`src/rtl/if_id_pipe_pkg.sv`:
```
// Shared widths, NOP encoding and FSM state type for the IF->ID pipeline register.
package if_id_pipe_pkg;

    localparam int          DEF_INST_W   = 32;
    localparam int          DEF_ADDR_W   = 32;
    localparam int          DEF_CNT_W    = 16;
    localparam logic [31:0] DEF_NOP_INST = 32'h0000_0000;

    typedef enum logic [1:0] {
        ST_EMPTY = 2'd0,
        ST_FULL  = 2'd1,
        ST_SKID  = 2'd2
    } pipe_state_e;

endpackage

```
`src/rtl/pipe_skid_buf.sv`:
```
// Generic {valid, data} holding register with load and clear; clear wins over load.
module pipe_skid_buf #(
    parameter int W = 64
) (
    input  logic         clk,
    input  logic         rst,
    input  logic         load,
    input  logic         clear,
    input  logic [W-1:0] d,
    output logic         valid,
    output logic [W-1:0] data
);

    logic         valid_q, valid_d;
    logic [W-1:0] data_q, data_d;

    always_comb begin
        valid_d = valid_q;
        data_d  = data_q;
        if (clear) begin
            valid_d = 1'b0;
            data_d  = '0;
        end else if (load) begin
            valid_d = 1'b1;
            data_d  = d;
        end
    end

    always_ff @(posedge clk) begin
        if (rst) begin
            valid_q <= 1'b0;
            data_q  <= '0;
        end else begin
            valid_q <= valid_d;
            data_q  <= data_d;
        end
    end

    assign valid = valid_q;
    assign data  = data_q;

endmodule

```
`src/rtl/if_id_pipe.sv`:
```
// IF->ID pipeline register: valid/ready handshake, flush, optional one-entry skid
// buffer with a registered if_ready, and a saturating decode-starvation counter.
module if_id_pipe
    import if_id_pipe_pkg::*;
#(
    parameter int                INST_W   = DEF_INST_W,
    parameter int                ADDR_W   = DEF_ADDR_W,
    parameter bit                SKID_EN  = 1'b1,
    parameter logic [INST_W-1:0] NOP_INST = INST_W'(DEF_NOP_INST),
    parameter int                CNT_W    = DEF_CNT_W
) (
    input  logic              clk,
    input  logic              rst,
    input  logic              flush,
    input  logic              if_valid,
    output logic              if_ready,
    input  logic [INST_W-1:0] if_inst,
    input  logic [ADDR_W-1:0] if_pc,
    output logic              id_valid,
    input  logic              id_ready,
    output logic [INST_W-1:0] id_inst,
    output logic [ADDR_W-1:0] id_pc,
    output logic [CNT_W-1:0]  bubble_cnt
);

    localparam int PW = ADDR_W + INST_W;

    pipe_state_e state_q, state_d;
    logic        ready_q, ready_d;
    logic [CNT_W-1:0] bubble_q, bubble_d;

    logic          main_load, main_clear, skid_load, skid_clear;
    logic [PW-1:0] main_in, main_data, skid_data;
    logic          main_valid, skid_valid;
    logic          in_fire, out_fire;

    assign in_fire  = if_valid & if_ready;
    assign out_fire = main_valid & id_ready;

    always_comb begin
        state_d    = state_q;
        main_load  = 1'b0;
        main_clear = 1'b0;
        skid_load  = 1'b0;
        skid_clear = 1'b0;
        main_in    = {if_pc, if_inst};
        if (flush) begin
            state_d    = ST_EMPTY;
            main_clear = 1'b1;
            skid_clear = 1'b1;
        end else begin
            case (state_q)
                ST_EMPTY: begin
                    if (in_fire) begin
                        state_d   = ST_FULL;
                        main_load = 1'b1;
                    end
                end
                ST_FULL: begin
                    if (in_fire && out_fire) begin
                        main_load = 1'b1;
                    end else if (in_fire && SKID_EN) begin
                        state_d   = ST_SKID;
                        skid_load = 1'b1;
                    end else if (out_fire) begin
                        state_d    = ST_EMPTY;
                        main_clear = 1'b1;
                    end
                end
                ST_SKID: begin
                    // Skid entry slides into the main register as decode drains it.
                    if (out_fire && skid_valid) begin
                        state_d    = ST_FULL;
                        main_in    = skid_data;
                        main_load  = 1'b1;
                        skid_clear = 1'b1;
                    end
                end
                default: begin
                    state_d    = ST_EMPTY;
                    main_clear = 1'b1;
                    skid_clear = 1'b1;
                end
            endcase
        end
    end

    always_comb begin
        ready_d  = (state_d != ST_SKID);
        bubble_d = bubble_q;
        if (id_ready && !main_valid && !flush && (bubble_q != '1)) begin
            bubble_d = bubble_q + CNT_W'(1);
        end
    end

    always_ff @(posedge clk) begin
        if (rst) begin
            state_q  <= ST_EMPTY;
            ready_q  <= 1'b1;
            bubble_q <= '0;
        end else begin
            state_q  <= state_d;
            ready_q  <= ready_d;
            bubble_q <= bubble_d;
        end
    end

    pipe_skid_buf #(.W(PW)) u_main (
        .clk   (clk),
        .rst   (rst),
        .load  (main_load),
        .clear (main_clear),
        .d     (main_in),
        .valid (main_valid),
        .data  (main_data)
    );

    pipe_skid_buf #(.W(PW)) u_skid (
        .clk   (clk),
        .rst   (rst),
        .load  (skid_load),
        .clear (skid_clear),
        .d     ({if_pc, if_inst}),
        .valid (skid_valid),
        .data  (skid_data)
    );

    // Without the skid entry, ready must look through to decode in the same cycle.
    assign if_ready   = SKID_EN ? ready_q : (!main_valid || id_ready);
    assign id_valid   = main_valid;
    assign id_inst    = main_valid ? main_data[INST_W-1:0] : NOP_INST;
    assign id_pc      = main_valid ? main_data[PW-1:INST_W] : '0;
    assign bubble_cnt = bubble_q;

endmodule

```
`config.mk`:
```
export PLATFORM = sky130hd
export DESIGN_NAME = if_id_pipe
export DESIGN_NICKNAME = d
export VERILOG_FILES = /design/src/rtl/if_id_pipe_pkg.sv /design/src/rtl/pipe_skid_buf.sv /design/src/rtl/if_id_pipe.sv
export SDC_FILE = /design/constraint.sdc
export NUM_CORES = 1
export LEC_CHECK = 0
export BUFFER_PORTS_ARGS = -buffer_cell sky130_fd_sc_hd__buf_2
export CORE_MARGIN = 10
export CORE_UTILIZATION = 50
export DETAILED_ROUTE_END_ITERATION = 12
export PLACE_DENSITY = 0.74
export SLEW_MARGIN = 20
export SYNTH_ARGS = -nofsm -noshare
export SYNTH_HDL_FRONTEND = slang
export SYNTH_HIERARCHICAL = 1
export SYNTH_SLANG_ARGS = --single-unit
```
`constraint.sdc`:
```
create_clock -name clk -period 3.65 [get_ports clk]
set_clock_uncertainty 0.05 [all_clocks]
set_input_delay 0.73 -clock clk [delete_from_list [all_inputs] [get_ports clk]]
set_output_delay 0.73 -clock clk [all_outputs]
set_load 0.05 [all_outputs]
```
-- Word-level counts from Yosys, hierarchy flattened
Index checks and enable logic that the tools add are counted.
- bits in registers: 149
- logic and storage cells: 53
- output and inout port bits: 82
- input port bits: 69
- bitwise operators: 2
- mux-type cells: 27
- reduce and logical (&&, ||, !) cells: 12
- $add $sub $neg: 1
- equality and inequality tests: 4
- operator list (cell ; count):
    64-bit 2-to-1 mux ; 3
    32-bit 2-to-1 mux ; 2
    16-bit by 1-bit adder with 16-bit output, second input constant ; 1
    16-bit inequality test, second input constant ; 1
    1-bit 2-to-1 mux ; 12
    2-bit 2-to-1 mux ; 6
    2-bit OR reduction ; 4
    2-bit one-hot mux with 3 select lines ; 1
    1-bit logical AND ; 5
    1-bit one-hot mux with 2 select lines ; 2
    1-bit one-hot mux with 3 select lines ; 1
    1-bit bitwise AND ; 2
    2-bit by 1-bit equality test with 1-bit output, second input constant ; 1
    2-bit equality test, second input constant ; 1
    1-bit logical NOT ; 2
    2-bit logical NOT ; 1
    2-bit inequality test, second input constant ; 1

-- Depth between registers and ports, before layout
Gate-level depths: netlist of run 1.
- depth after elaboration: 7
- gate-level depth with buffers: 8
- mapped depth without buffers: 6

-- Cells and area by module
Netlist of run 1, hierarchy kept.
- by module, submodules not included (module ; instances ; area each (um^2) ; cells each ; sequential area each (um^2)):
    pipe_skid_buf ; 2 ; 2339.7 ; 210 ; 1301.2
    if_id_pipe ; 1 ; 2571.2 ; 269 ; 380.4

-- Least setup slack after synthesis of run 1
Ideal clock, no wire load.
- path type: register to output
- start point: reg u_main.valid_q, in the netlist u_main/valid
- end point: out id_inst[10]
- path slack: 1.173 ns
- buffers on the path: 2
- data required time: 2.870 ns
- stages on the path, launching flop included: 4
- data arrival time: 1.697 ns
- path through: dfxtp_1 buf_2 clkbuf_1 and2_1
- word-level cells in the longest chain between the ends: 1
- ends and longest elaborated chain (element ; line ; RTL):
    start, declared ; pipe_skid_buf.sv:14 ; logic valid_q, valid_d;
    start signal, assigned ; pipe_skid_buf.sv:34 ; valid_q <= valid_d;
    32-bit 2-to-1 mux ; if_id_pipe.sv:131 ; assign id_inst = main_valid ? main_data[INST_W-1:0] : NOP_INST;
    end, declared ; if_id_pipe.sv:21 ; output logic [INST_W-1:0] id_inst,
No other way between the ends.

-- Worst setup path after layout of run 1
- start point: reg u_main.valid_q, in the netlist u_main/valid
- end point: out id_pc[31]
- word-level cells in the longest chain between the ends: 1
- ends and longest elaborated chain (element ; line ; RTL):
    32-bit 2-to-1 mux ; if_id_pipe.sv:132 ; assign id_pc = main_valid ? main_data[PW-1:INST_W] : '0;
    end, declared ; if_id_pipe.sv:22 ; output logic [ADDR_W-1:0] id_pc,
No other way between the ends.

==> results of run 1 <==
kinds of logic after synthesis:
logic type      synth area share
mux                        0.310
flops                      0.411
simple gates               0.182
buf+inv                   0.0649
compound gates            0.0300
fa+ha+maj                0.00173
registers in the layout, summed over array words and instances, names as in the netlist:
name and count:
u_skid/valid 1, bubble_cnt 16, u_main/data 64, u_skid/data 64
state_q 2, u_main/valid 1, if_ready 1
how the worst max path moves through the flow:
| stage | end |
|---|---|
| 2_1_floorplan | id_inst[10] |
| 3_3_place_gp | u_main/data[58] |
| 3_5_place_dp | u_main/data[17] |
| 4_1_cts | id_pc[31] |
| 5_1_grt | id_pc[31] |
| 6_report | id_pc[31] |
per-layer routing:
metal / GRT usage / vias to the layer above / routed length, um
li1: - / 2620 / -
met3: 0.0487 / 18 / 816
met5: 0 / - / 0
met2: 0.259 / 120 / 7630
met4: 0.0554 / 0 / 187
met1: 0.201 / 2425 / 7490
report_power, final:
part | leakage [nW] | switching [mW] | internal, mW
combinational | 2.18 | 0.142 | 0.135
sequential | 1.20 | 0.0138 | 1.65
clock | 0.278 | 0.676 | 1.02
total | 3.66 | 0.831 | 2.80
cell usage in the layout (no fill, tap or decap), types with 3 or more instances in the layout:
| cell | count |
|---|---|
| mux2i_1 | 128 |
| or3_1 | 6 |
| nand3_1 | 6 |
| nand2_1 | 7 |
| clkinvlp_4 | 3 |
| inv_1 | 3 |
| o21ai_1 | 5 |
| dfxtp_1 | 148 |
| clkinv_2 | 5 |
| mux2_2 | 6 |
| and3_1 | 5 |
| nand4_1 | 7 |
| a21oi_1 | 13 |
| o21ai_0 | 4 |
| mux2_4 | 60 |
| buf_2 | 150 |
| buf_4 | 3 |
| clkinv_4 | 3 |
| nor3_1 | 5 |
| clkbuf_16 | 17 |
| buf_12 | 5 |
| and2_1 | 64 |
| nor2_1 | 138 |
through the flow:
stage	instances	utilization	power, mW	setup WS [ns]
2_1_floorplan	689	-	1.90	1.17
3_3_place_gp	982	0.563	1.97	1.19
3_5_place_dp	982	0.563	1.98	1.13
4_1_cts	1014	0.604	3.68	0.928
5_1_grt	1014	0.604	3.78	0.820
6_report	1014	0.604	3.63	0.998
worst min-delay path: cells and delay by family, from the launching register on:
family           cells  cell delay [ns]
DFF                  1             0.32
and+or+nand+nor      1             0.07
muxes                1             0.06
area by class of cell:
cell class,instances,area share
multi-input combinational,492,0.450
sequential,149,0.352
timing repair buffer,158,0.103
clock buffer,19,0.0522
tap,180,0.0265
clock inverter,13,0.0158
inverter,3,0.00133
==> impl_metrics.csv, run 1 <==
group,metric,value,unit
run,maxCapViolCount,0,
logic_synthesis,yosys-top-cells-count,"149 x dfxtp_1, 140 x nor2_1, 128 x mux2i_1",
power,powerDensity,428,nW/um^2
worst_setup_path,crit_start,"u_main/valid",
logic_synthesis,synthFlopType,"dfxtp_1",
floorplan,die_h,140,um
floorplan,design.core.area,14000,sq um
worst_setup_path,crit_type,"flip-flop to output pin",
timing,setup_viol,0,
logic_synthesis,synth_area_leaders,"dfxtp_1 41%, mux2i_1 18%, mux2_4 12%",
power,vdd_drop_max,0.286,mV
timing,setup_tns,0,ns
route,avgRoutedWirePerCell,15.9,um
logic_synthesis,yosysTopAreaCell,"dfxtp_1",
global_routing,grt_pass1_vias,5134,
finish,multi_input_area,3820,sq um
min_path,holdPathEnd,"u_main/data[48]",
timing,fin_crit,2.65,ns
logic_synthesis,synth_area,7250,sq um
timing,rsz0062_at_grt,"no",
worst_setup_path,worstPathArrival,1.87,ns
floorplan,ios,151,
clock_tree,clk_path_buf_depth,2,
logic_synthesis,ys_types,47,
timing,slew_headroom,0.292,
logic_synthesis,synth_fp_nets,759,
route,drtAntennaViolNets,0,
global_routing,grt_max_degree,66,
global_routing,grt_overflow,0,
worst_setup_path,cp-end-kind,"output pin",
global_routing,grt_pass1_wl,26.2,mm
route,num_vias,5183,
logic_synthesis,synthCells,689,
clock_tree,cts_made_buffers,17,
status,status,"finished clean",
placed_design,numPortBuffers,150,
logic_synthesis,synth-seq-area-share,0.411,
finish,antenna_cells,0,
power,p_leak,3.66,nW
floorplan,fp.dieW,140,um
floorplan,start_util,0.516,
logic_synthesis,syn_area_per_cell,10.5,sq um
worst_setup_path,rr_worst_depth,5,
clock_tree,clk_pin_slew,0.06,ns
route,first_pass_iters,4,
worst_setup_path,crit_chain,"buf_4 > and2_1 > buf_2",
worst_setup_path,r2r_start,"bubble_cnt[0]",
finish,seqCellArea,2980,sq um
floorplan,die-area,19700,sq um
min_path,hp-class,"flip-flop to flip-flop",
clock_tree,clk_latency,0.42,ns
floorplan,row_count,43,
worst_setup_path,slowest_stage,"buf_4",
worst_setup_path,crit_fanout,59,
route,drtIter0Drc,187,
finish,synthToLayoutAreaGrowth,17.1,%
logic_synthesis,synth-edff-count,0,
worst_setup_path,cp.required,2.87,ns
finish,final_layout_size_suffix_gt1_frac,0.320,
timing,finalHoldViolCount,0,
global_routing,grtUsageTotal,0.162,
logic_synthesis,async_reset_ff_frac,0,
placed_design,hpwl,10.8,mm
finish,design_area,8490,sq um
worst_setup_path,critPathTopFamily,"buffers and inverters",
worst_setup_path,critPathMaxStageDelay,0.49,ns
placed_design,postPlaceCellArea,7910,sq um
worst_setup_path,worstSetupPathDepth,3,
logic_synthesis,synth_top_area_frac,0.411,
timing,hold_slack,0.434,ns
logic_synthesis,synth-seq-cells,149,
logic_synthesis,synth.most_common_cell,"dfxtp_1",
clock_tree,hold_buffers,0,
timing,drv_slew,0,
global_routing,antenna_found_initial,0,
clock_tree,cts_setup_buffers,0,
logic_synthesis,yosys_warnings,6,
worst_setup_path,start_kind,"flip-flop",
min_path,worstHoldStart,"u_main/data[48]",
worst_setup_path,r2r_setup_slack,1.35,ns
timing,tightestPinTransition,1.05,ns
clock_tree,tritoncts,"yes",
finish,fill_cells,1220,
clock_tree,htree_levels,4,
route,wl,16.1,mm
route,drc_errors,0,
worst_setup_path,r2r-end,"bubble_cnt[7]",
finish,nets,891,
clock_tree,post_cts_resized,0,
route,via_per_inst,5.11,
timing,clock.fmax,377,MHz
min_path,holdPathStages,2,
worst_setup_path,critPathBufInv,2,
clock_tree,cts_root_buf,"clkbuf_16",
timing,finalCritPeriodShare,0.727,
placed_design,gp_congestion,0.819,
clock_tree,cts.sinks,149,
(Power assumes the default switching activity.)
==> run 2, diff against run 1 <==
--- a/config.mk
+++ b/config.mk
@@ -9,7 +9,7 @@
 export CORE_MARGIN = 10
 export CORE_UTILIZATION = 50
 export DETAILED_ROUTE_END_ITERATION = 12
-export PLACE_DENSITY = 0.74
+export PLACE_DENSITY = 0.77
 export SLEW_MARGIN = 20
 export SYNTH_ARGS = -nofsm -noshare
 export SYNTH_HDL_FRONTEND = slang
==> constraint.sdc (replaced) <==
create_clock -name clk -period 2.4 [get_ports clk]
set_clock_uncertainty 0.05 [all_clocks]
set_input_delay 0.48 -clock clk [delete_from_list [all_inputs] [get_ports clk]]
set_output_delay 0.48 -clock clk [all_outputs]
set_load 0.05 [all_outputs]
==> run 2 against run 1 <==
Against the previous run:
- global-route usage rose by 0.18 points
- highest routed layer unchanged
- sequential power grew 52%
- clock-buffer cell count grew 5
==> impl_metrics.csv, run 2 (synthesis results as in run 1) <==
group,metric,value,unit
timing,drv_slew,0,
min_path,holdPathStages,3,
run,maxCapViolCount,0,
clock_tree,cts.sinks,149,
global_routing,grt_pass1_vias,5272,
worst_setup_path,cp-end-kind,"output pin",
route,wl,16.4,mm
floorplan,die_h,140,um
worst_setup_path,critPathTopFamily,"buffers and inverters",
worst_setup_path,cp.required,1.87,ns
clock_tree,hold_buffers,0,
clock_tree,cts_root_buf,"clkbuf_16",
placed_design,hpwl,10.9,mm
timing,finalHoldViolCount,0,
clock_tree,post_cts_resized,0,
power,p_leak,3.73,nW
timing,rsz0062_at_grt,"no",
global_routing,grt_pass1_wl,26.5,mm
timing,tightestPinTransition,0.549,ns
floorplan,design.core.area,14000,sq um
worst_setup_path,start_kind,"flip-flop",
floorplan,start_util,0.516,
floorplan,fp.dieW,140,um
route,drtIter0Drc,220,
global_routing,antenna_found_initial,0,
timing,setup_viol,0,
global_routing,grtUsageTotal,0.163,
clock_tree,clk_latency,0.43,ns
clock_tree,tritoncts,"yes",
timing,setup_tns,0,ns
route,drc_errors,0,
clock_tree,clk_path_buf_depth,2,
worst_setup_path,worstPathArrival,1.66,ns
timing,finalCritPeriodShare,0.914,
finish,final_layout_size_suffix_gt1_frac,0.322,
power,power,5.91,mW
worst_setup_path,crit_chain,"buf_6 > and2_1 > buf_2",
finish,design_area,8620,sq um
route,avgRoutedWirePerCell,16.0,um
placed_design,numPortBuffers,150,
worst_setup_path,rr_worst_depth,6,
min_path,hp-class,"input pin to flip-flop",
clock_tree,cts_setup_buffers,0,
worst_setup_path,critPathBufInv,2,
finish,mostFrequentLayoutCells,"150 x buf_2, 148 x dfxtp_1, 138 x nor2_1",
finish,mostFrequentLayoutCell,"buf_2",
floorplan,ios,151,
worst_setup_path,crit_fanout,45,
finish,nets,896,
power,vdd_drop_max,0.555,mV
route,via_per_inst,5.17,
finish,synthToLayoutAreaGrowth,18.8,%
worst_setup_path,critPathMaxStageDelay,0.43,ns
route,drtAntennaViolNets,0,
timing,fin_crit,2.19,ns
route,first_pass_iters,6,
worst_setup_path,slowest_stage,"dfxtp_2",
clock_tree,htree_levels,4,
clock_tree,clk_pin_slew,0.06,ns
worst_setup_path,crit_type,"flip-flop to output pin",
global_routing,grt_max_degree,46,
placed_design,postPlaceCellArea,7950,sq um
route,num_vias,5278,
worst_setup_path,worstSetupPathDepth,3,
floorplan,row_count,43,
global_routing,grt_overflow,0,
timing,clock.fmax,456,MHz
floorplan,die-area,19700,sq um
status,status,"finished clean",
power,powerDensity,686,nW/um^2
clock_tree,cts_made_buffers,17,
placed_design,gp_congestion,0.847,
timing,slew_headroom,0.634,
-- run 2: cell count changes in the layout (fill, tap and decap cells not counted), moves of 2 or more --
cell        change
buf_4           +4
clkbuf_8        +3
bufinv_16       +3
clkinv_4        -2
clkbuf_1        +2
clkinvlp_4      -3
clkinv_2        -3
-- run 2: area by class of cell --
| type | count | area, sq um |
|---|---|---|
| Fill cell | 1191 | 5430 |
| Clock inverter | 8 | 169 |
| Clock buffer | 24 | 492 |
| Sequential cell | 149 | 2980 |
| Multi-Input combinational cell | 492 | 3820 |
| Inverter | 3 | 11.3 |
| Timing Repair Buffer | 163 | 915 |
| Antenna cell | 1 | 2.50 |
| Tap cell | 180 | 225 |
-- run 2: per-stage QoR --
stage / util / std cells / hold slack (ns) / worst slack [ns]
3_5_place_dp: 0.566 / 987 / 0.425 / 0.255
2_1_floorplan: - / 689 / 0.402 / 0.162
4_1_cts: 0.613 / 1019 / 0.242 / 0.0724
5_1_grt: 0.613 / 1019 / 0.258 / 0.110
3_3_place_gp: 0.566 / 987 / 0.415 / 0.289
6_report: 0.614 / 1020 / 0.255 / 0.206
-- run 2: worst register-to-register path: cells and delay by family, from the launching register on --
kind | cells | cell delay, ns
and+or+nand+nor | 3 | 0.68
muxes | 2 | 0.52
DFF | 1 | 0.38
buffers and inverters | 1 | 0.30
-- run 2: path summary, 6_finish.rpt --
path	end	startpoint	slack, ns
setup / recovery	id_inst[0]	u_main/valid	0.21
hold / removal	u_skid/data[46]	if_pc[14]	0.26
setup reg to reg	u_main/data[36]	state_q[1]	0.34
hold reg to reg	u_main/data[19]	u_main/data[19]	0.43
-- run 2: routing by layer --
layer,part of all wire,GRT usage,vias up
li1,-,-,2629
met1,0.46,0.201,2501
met2,0.47,0.260,131
met3,0.055,0.0524,17
met4,0.013,0.0609,0
met5,0,0,-
-- run 2: report_power, final --
part	internal [mW]	switching, mW
registers	2.51	0.0207
clock network	1.95	1.00
logic	0.209	0.215
==> run 3, diff against run 2 <==
==> constraint.sdc (replaced) <==
create_clock -name clk -period 2.4 [get_ports clk]
set_clock_uncertainty 0.05 [all_clocks]
set_input_delay 0 -clock clk [delete_from_list [all_inputs] [get_ports clk]]
set_output_delay 0 -clock clk [all_outputs]
set_load 0.05 [all_outputs]
==> run 3 against run 2 <==
Against the previous run:
- sequential share of layout area fell by 2.4 points
- utilization rose by 4.6 points
- critical endpoint is now u_main/data[7]
- highest routed layer unchanged
- worst hold slack lost 0.24 ns
- largest power group unchanged
- die area did not move
- final cell count grew 6.6%
- largest cell class unchanged
==> impl_metrics.csv, run 3 (synthesis results as in run 1) <==
group,metric,value,unit
placed_design,pre_cts_slack,0.316,ns
floorplan,die-area,19700,sq um
timing,finalHoldViolCount,0,
global_routing,antenna_found_initial,0,
floorplan,start_util,0.516,
timing,clock.fmax,475,MHz
global_routing,grt_max_degree,45,
worst_setup_path,worstSetupPathDepth,6,
placed_design,gp_congestion,0.801,
clock_tree,clk_pin_slew,0.06,ns
worst_setup_path,start_kind,"flip-flop",
timing,setup_tns,0,ns
floorplan,die_h,140,um
route,via_per_inst,5.18,
global_routing,grt_overflow,0,
placed_design,numPortBuffers,150,
power,p_leak,3.98,nW
finish,mostFrequentLayoutCells,"150 x buf_2, 148 x dfxtp_1, 138 x nor2_1",
floorplan,fp.dieW,140,um
route,drc_errors,0,
worst_setup_path,cp-end-kind,"flip-flop",
timing,fin_crit,2.10,ns
placed_design,placed_cells,988,
route,wl,17.8,mm
clock_tree,htree_levels,4,
clock_tree,cts_made_buffers,17,
route,first_pass_iters,4,
route,num_vias,5631,
worst_setup_path,crit_fanout,19,
clock_tree,clk_latency,0.42,ns
route,drtAntennaViolNets,0,
clock_tree,cts.sinks,149,
worst_setup_path,rr_worst_depth,6,
timing,drv_slew,0,
finish,nets,964,
clock_tree,post_cts_resized,0,
timing,slew_headroom,0.639,
min_path,holdPathStages,4,
worst_setup_path,crit_chain,"or2b_1 > or3_4 > buf_12 > mux2_4 > mux2i_1 > nor2_1",
route,drtIter0Drc,335,
global_routing,grt_busiest_layer,"met2",
timing,rsz0062_at_grt,"no",
finish,final_layout_size_suffix_gt1_frac,0.300,
worst_setup_path,critPathBufInv,1,
floorplan,design.core.area,14000,sq um
timing,layout_setup_ws,0.296,ns
finish,synthToLayoutAreaGrowth,27.7,%
clock_tree,tritoncts,"yes",
worst_setup_path,worstPathArrival,2.35,ns
finish,fill_cells,1072,
placed_design,hpwl,11.0,mm
worst_setup_path,slowest_stage,"or3_4",
power,powerDensity,625,nW/um^2
floorplan,row_count,43,
timing,tightestPinTransition,0.542,ns
global_routing,grtUsageTotal,0.175,
finish,mostFrequentLayoutCell,"buf_2",
worst_setup_path,crit_type,"flip-flop to flip-flop",
timing,finalCritPeriodShare,0.877,
global_routing,grt_util_met3,0.0632,
global_routing,gr-usage-met1,0.201,
run,maxCapViolCount,0,
clock_tree,clk_path_buf_depth,2,
global_routing,grtUsageMet2,0.294,
timing,setup_viol,0,
min_path,hp-class,"input pin to flip-flop",
worst_setup_path,cp.required,2.65,ns
global_routing,grt_pass1_vias,5673,
finish,fin_cells,1087,
floorplan,ios,151,
finish,antenna_cells,0,
worst_setup_path,critPathMaxStageDelay,0.50,ns
clock_tree,cts_root_buf,"clkbuf_16",
worst_setup_path,critPathTopFamily,"simple AND/OR/NAND/NOR gates",
status,status,"finished clean",
power,vdd_drop_max,0.707,mV
power,power,5.79,mW
timing,hold_slack,0.0120,ns
global_routing,grt_pass1_wl,28.6,mm
route,avgRoutedWirePerCell,16.3,um
run 3: changes by cell type in the layout (fill, tap and decap cells not counted):
| cell | previous run | this run |
|---|---|---|
| dlygate4sd3_1 | 0 | 67 |
| clkinvlp_4 | 0 | 5 |
| buf_12 | 5 | 7 |
| bufinv_16 | 5 | 3 |
| clkbuf_8 | 4 | 2 |
| buf_6 | 1 | 0 |
| clkbuf_1 | 3 | 2 |
| clkinv_2 | 2 | 1 |
| diode_2 | 1 | 0 |
| inv_6 | 0 | 1 |
run 3: worst reg2reg max path, stage by stage (launching register included):
cell,delay (ns)
dfxtp_1,0.38
or2b_1,0.27
or3_4,0.50
buf_12,0.24
mux2_4,0.31
mux2i_1,0.17
nor2_1,0.06
run 3: final timing paths:
check | slack [ns] | endpoint | from
worst max register to register | 0.30 | u_main/data[7] | state_q[1]
worst max-delay path | 0.30 | u_main/data[7] | state_q[1]
worst min-delay path | 0.01 | state_q[0] | id_ready
worst min register to register | 0.44 | u_main/data[39] | u_main/data[39]
run 3: metal layers:
layer | vias up | share of wire
met5 | - | 0
met4 | 0 | 0.016
met3 | 26 | 0.060
met2 | 153 | 0.49
met1 | 2676 | 0.44
li1 | 2776 | -
run 3: power by group:
part	internal, mW	leakage, nW	switching [mW]
combinational	0.279	2.50	0.235
sequential	2.51	1.20	0.0205
clock	1.69	0.282	1.06
total	4.48	3.98	1.31
run 3: repair_timing:
item                      in CTS  in global routing
hold buffers                  67                  0
buffers inserted               0                  0
hold endpoints to repair     139                  0
run 3: area by class of cell:
type / count / area (sq um) / share of cell area
multi-input cells: 492 / 3820 / 0.412
flip-flops and latches: 149 / 2980 / 0.322
repair buffers: 231 / 1610 / 0.174
clock buffers: 21 / 460 / 0.0497
well taps: 180 / 225 / 0.0243
clock inverters: 11 / 150 / 0.0162
inverters: 3 / 11.3 / 0.00122
run 3: stage by stage:
stage | utilization | area [sq um]
after floorplan | - | 7250
after global placement | 0.568 | 7980
after detailed placement | 0.568 | 7980
after CTS | 0.660 | 9260
after global routing | 0.660 | 9260
final | 0.660 | 9260
